**src/rtl/game_round_ctrl.sv**
```systemverilog
// Round sequencer for the duck-shoot game: start/play/reload/over flow,
// magazine and score bookkeeping, and the per-second round countdown.
module game_round_ctrl #(
  parameter int TICKS_PER_SEC = 25000000,
  parameter int ROUND_SECS    = 30,
  parameter int MAG_SIZE      = 4,
  parameter int RELOAD_CYCLES = 12500000
) (
  input  logic       vga_clk,
  input  logic       reset,
  input  logic       start,
  input  logic       fire,
  input  logic       reload,
  input  logic       hit,
  output logic       run,
  output logic       fire_pulse,
  output logic [2:0] bullets,
  output logic [7:0] score,
  output logic [4:0] secs_left,
  output logic [1:0] state
);

  localparam int TW = (TICKS_PER_SEC > 1) ? $clog2(TICKS_PER_SEC) : 1;
  localparam int RW = (RELOAD_CYCLES > 1) ? $clog2(RELOAD_CYCLES) : 1;
  localparam logic [TW-1:0] TICK_MAX = TW'(TICKS_PER_SEC - 1);
  localparam logic [RW-1:0] RLD_MAX  = RW'(RELOAD_CYCLES - 1);
  localparam logic [2:0]    MAG      = 3'(MAG_SIZE);
  localparam logic [4:0]    SECS     = 5'(ROUND_SECS);

  typedef enum logic [1:0] {S_IDLE, S_PLAY, S_RELOAD, S_OVER} state_e;

  state_e          state_q, state_d;
  logic [TW-1:0]   tick_q, tick_d;
  logic [RW-1:0]   rld_q, rld_d;
  logic [2:0]      bullets_q, bullets_d;
  logic [7:0]      score_q, score_d;
  logic [4:0]      secs_q, secs_d;
  logic            pulse_q, pulse_d;
  logic            fire_q, hit_q;

  logic fire_edge, hit_edge, sec_tick, expire, fire_ok, rld_done, start_ok;

  assign fire_edge = fire & ~fire_q;
  assign hit_edge  = hit & ~hit_q;
  assign run       = (state_q == S_PLAY) || (state_q == S_RELOAD);
  assign sec_tick  = run && (tick_q == TICK_MAX);
  // Expiry wins over every other transition taken on the same edge.
  assign expire    = sec_tick && (secs_q == 5'd1);
  assign fire_ok   = (state_q == S_PLAY) && fire_edge && (bullets_q != 3'd0) && !expire;
  assign rld_done  = (state_q == S_RELOAD) && (rld_q == RLD_MAX);
  assign start_ok  = start && ((state_q == S_IDLE) || (state_q == S_OVER));

  always_ff @(posedge vga_clk) begin
    if (reset) begin
      state_q   <= S_IDLE;
      tick_q    <= '0;
      rld_q     <= '0;
      bullets_q <= MAG;
      score_q   <= '0;
      secs_q    <= SECS;
      pulse_q   <= 1'b0;
      fire_q    <= 1'b0;
      hit_q     <= 1'b0;
    end else begin
      state_q   <= state_d;
      tick_q    <= tick_d;
      rld_q     <= rld_d;
      bullets_q <= bullets_d;
      score_q   <= score_d;
      secs_q    <= secs_d;
      pulse_q   <= pulse_d;
      fire_q    <= fire;
      hit_q     <= hit;
    end
  end

  always_comb begin
    state_d = state_q;
    case (state_q)
      S_IDLE, S_OVER: if (start) state_d = S_PLAY;
      S_PLAY:         if (expire) state_d = S_OVER;
                      else if (reload) state_d = S_RELOAD;
      S_RELOAD:       if (expire) state_d = S_OVER;
                      else if (rld_done) state_d = S_PLAY;
      default:        state_d = S_IDLE;
    endcase
  end

  always_comb begin
    tick_d    = tick_q;
    rld_d     = rld_q;
    bullets_d = bullets_q;
    score_d   = score_q;
    secs_d    = secs_q;
    pulse_d   = 1'b0;
    if (start_ok) begin
      tick_d    = '0;
      rld_d     = '0;
      bullets_d = MAG;
      score_d   = '0;
      secs_d    = SECS;
    end
    if (run) begin
      tick_d = sec_tick ? '0 : tick_q + 1'b1;
      if (sec_tick) secs_d = secs_q - 5'd1;
      if (hit_edge && (score_q != 8'hFF)) score_d = score_q + 8'd1;
    end
    if (fire_ok) begin
      pulse_d   = 1'b1;
      bullets_d = bullets_q - 3'd1;
    end
    if (state_q == S_PLAY) rld_d = '0;
    if (state_q == S_RELOAD) begin
      rld_d = rld_q + 1'b1;
      if (rld_done) begin
        rld_d = '0;
        if (!expire) bullets_d = MAG;
      end
    end
  end

  assign fire_pulse = pulse_q;
  assign bullets    = bullets_q;
  assign score      = score_q;
  assign secs_left  = secs_q;
  assign state      = state_q;

endmodule
```
**config.mk**
```make
export PLATFORM = sky130hd
export DESIGN_NAME = game_round_ctrl
export DESIGN_NICKNAME = d
export VERILOG_FILES = /design/src/rtl/game_round_ctrl.sv
export SDC_FILE = /design/constraint.sdc
export NUM_CORES = 1
export LEC_CHECK = 0
export ABC_AREA = 1
export CELL_PAD_IN_SITES_DETAIL_PLACEMENT = 0
export CELL_PAD_IN_SITES_GLOBAL_PLACEMENT = 2
export CORE_UTILIZATION = 35
export CTS_BUF_LIST = sky130_fd_sc_hd__clkbuf_4
export CTS_CLUSTER_DIAMETER = 80
export DETAILED_ROUTE_END_ITERATION = 8
export DONT_BUFFER_PORTS = 1
export PLACE_DENSITY_LB_ADDON = 0.1
export SETUP_SLACK_MARGIN = 0.4
export SLEW_MARGIN = 40
export SYNTH_ARGS = -nofsm -noshare
export SYNTH_HDL_FRONTEND = slang
export SYNTH_SLANG_ARGS = --single-unit
```
**constraint.sdc**
```tcl
create_clock -name vga_clk -period 2.1 [get_ports vga_clk]
set_input_delay 0.105 -clock vga_clk [delete_from_list [all_inputs] [get_ports vga_clk]]
set_output_delay 0.105 -clock vga_clk [all_outputs]
set_load 0.005 [all_outputs]
```
==> flow_summary_export.csv <==
group,metric,value,unit
run_status,run_status,"complete, no violations",
setup_path,cp.arrival,2.16,ns
setup_path,crit_path_start_kind,"flip-flop",
yosys,synth.distinct_cells,45,
sta,drv_slew,0,
die,die_w,109,um
clock_network,cts_buffers,9,
worst_hold_path,min_path_type,"in -> reg",
yosys,ys_ff_latch,70,
power_and_ir_drop,p_total,3.84,mW
finish,final_common_cell,"nand2_1",
die,rows,38,
setup_path,path_max_fanout,9,
finish,mostFrequentLayoutCells,"nand2_1 (122), inv_1 (61), nor2_1 (58), dfxtp_1 (57), a21oi_1 (46)",
sta,hold_violations,0,
sta,setup_tns,0,ns
run,maxCapViolations,0,
sta,setup_ws,0.339,ns
sta,grt_setup_unrepaired,"yes",
sta,setup_violations,0,
route,drt_iter0_drc,151,
yosys,yosys_warnings,0,
power_and_ir_drop,power.leakage,1.92,nW
yosys,yosysSeqAreaShare,0.348,
place,place_hpwl,7.84,mm
setup_path,endpoint_kind,"flip-flop",
route,drt_first_pass_iters,5,
die,start_util,0.366,
power_and_ir_drop,pwr_density_cell,760,nW/um^2
die,die_h,109,um
die,ioPinCount,26,
sta,tightest_slew,0.510,ns
finish,drive_above_1_share,0.250,
finish,fin_cells,786,
place,post-place-cells,737,
clock_network,insertion_delay,0.45,ns
setup_path,path_class,"reg -> reg",
clock_network,clkSinkCount,70,
yosys,syn_area,4030,um^2
sta,maxSlewHeadroom,0.660,
global_routing,grt_pass1_wl,18.2,mm
power_and_ir_drop,ir_worst_vdd,0.000536,V
sta,fmax,568,MHz
global_routing,grt.total_usage,0.202,
clock_network,clk_pin_slew,0.13,ns
yosys,synth_top_area_share,0.348,
place,io_buffers,0,
sta,fin_crit_sh,0.838,
sta,finClkSkew,0.0108,ns
die,coreArea,11000,um^2
yosys,synth.avg_cell_area,6.74,um^2
global_routing,grt_antenna_before_repair,1,
yosys,syn_inst,598,
yosys,synth_top_cell_by_area,"dfxtp_1",
route,route.detailed.drc,0,
sta,period_minus_slack,1.76,ns
die,die_area,12000,um^2
clock_network,cts_root_buf,"clkbuf_4",
place,gp_congestion,0.758,
route,vias_per_cell,5.00,
yosys,synth.net_count,613,
yosys,synthTopCellsByArea,"dfxtp_1 (35%), nand2_1 (13%), a21oi_1 (6.3%)",
global_routing,grt_start_max_net_pins,48,
place,post-place-ws,0.203,ns
route,vias,3931,
finish,layout.nets,655,
route,routedWlPerCell,14.5,um
global_routing,overflow,0,
clock_network,htreeDepth,3,
setup_path,cp.required,2.50,ns
finish,syn2layout_area_growth,25.3,%
route,drtAntennaViolNets,0,
global_routing,grt_pass1_vias,3630,
clock_network,cts_tree,"done",
route,routed_wl,11.4,mm
clock_network,ctsLongestPathBuffers,2,
[synthesized netlist by cell type, drive strengths merged]
cell / count
a211oi: 2
a21oi: 53
a221oi: 1
a22oi: 2
a31oi: 1
and3: 1
buf: 5
clkbuf: 8
dfxtp: 70
ha: 9
inv: 75
nand2: 151
nand3: 43
nand3b: 5
nand4: 12
nor2: 81
nor3: 16
nor4: 1
o211a: 4
o211ai: 9
o21a: 1
o21ai: 29
o21bai: 5
o22ai: 2
o31ai: 1
or2: 3
xnor2: 3
xor2: 5
[layout make-up]
type                            instances  area, um^2
Sequential cell                        70        1420
Clock inverter                          7        97.6
Tap cell                              140         175
Timing Repair inverter                  1        6.26
Multi-Input combinational cell        440        2600
Antenna cell                            1        2.50
Inverter                               75         313
Timing Repair Buffer                   43         368
Clock buffer                            9        67.6
Fill cell                            1183        5980
[cell families (layout without fill, tap and decap cells)]
family / after synthesis / after routing / synth area share
compound gates: 110 / 110 / 0.161
xor+xnor: 8 / 8 / 0.0174
fa+ha+maj: 9 / 9 / 0.0279
buf+inv: 88 / 135 / 0.0884
flops: 70 / 70 / 0.348
other cells: 0 / 1 / 0
simple gates: 313 / 313 / 0.358
[flip-flops by register name, indices dropped and copies added, names as in the netlist]
name,cells
tick_q,25
fire_q,1
secs_left,5
fire_pulse,1
score,8
state,2
rld_q,24
hit_q,1
bullets,3
[worst max-delay path: stages (launching register included)]
cell	delay (ns)
dfxtp_4	0.39
inv_2	0.05
ha_4	0.31
clkinv_8	0.09
nand2_4	0.07
nor2_4	0.03
inv_1	0.08
nor2_4	0.05
nand2_4	0.09
nand2_8	0.10
a31oi_1	0.28
nor2_1	0.08
nor2_1	0.08
[layer usage]
| layer | vias up | track usage | part of all wire |
|---|---|---|---|
| li1 | 2061 | - | - |
| met1 | 1810 | 0.273 | 0.49 |
| met2 | 55 | 0.305 | 0.45 |
| met3 | 5 | 0.0729 | 0.048 |
| met4 | 0 | 0.0495 | 0.0057 |
| met5 | - | 0 | 0 |
[where the power goes]
group	total [mW]	internal, mW	switching (mW)	leakage [nW]
Sequential	1.46	1.39	0.0660	0.572
Clock	1.03	0.485	0.545	0.0825
Combinational	1.35	0.481	0.869	1.26
Total	3.84	2.36	1.48	1.92
[final timing paths]
kind                                 start         end  slack (ns)  cells after the start
worst max-delay path              state[0]  tick_q[21]        0.34                     12
worst min-delay path                reload    state[1]        0.07                      6
worst max register to register    state[0]  tick_q[21]        0.34                     12
worst min register to register  tick_q[23]  tick_q[23]        0.49                      2
[per-stage QoR]
| stage | util | hold slack (ns) | area [um^2] |
|---|---|---|---|
| 3_5_place_dp | 0.385 | 0.182 | 4240 |
| 4_1_cts | 0.423 | 0.0252 | 4670 |
| 6_report | 0.458 | 0.0744 | 5050 |
| 2_1_floorplan | - | 0.230 | 4050 |
| 5_1_grt | 0.458 | 0.0500 | 5050 |
| 3_3_place_gp | 0.385 | 0.180 | 4240 |
[repair_timing]
item | in CTS | in global routing
resized for setup | 28 | 80
gates cloned | 1 | 0
setup buffers | 11 | 15
endpoints found under the hold margin | 61 | 0
hold buffers | 5 | 0
endpoints found under the setup margin | 53 | 59
pin swaps | 13 | 26
No activity file was read; power rests on OpenSTA's default activity.
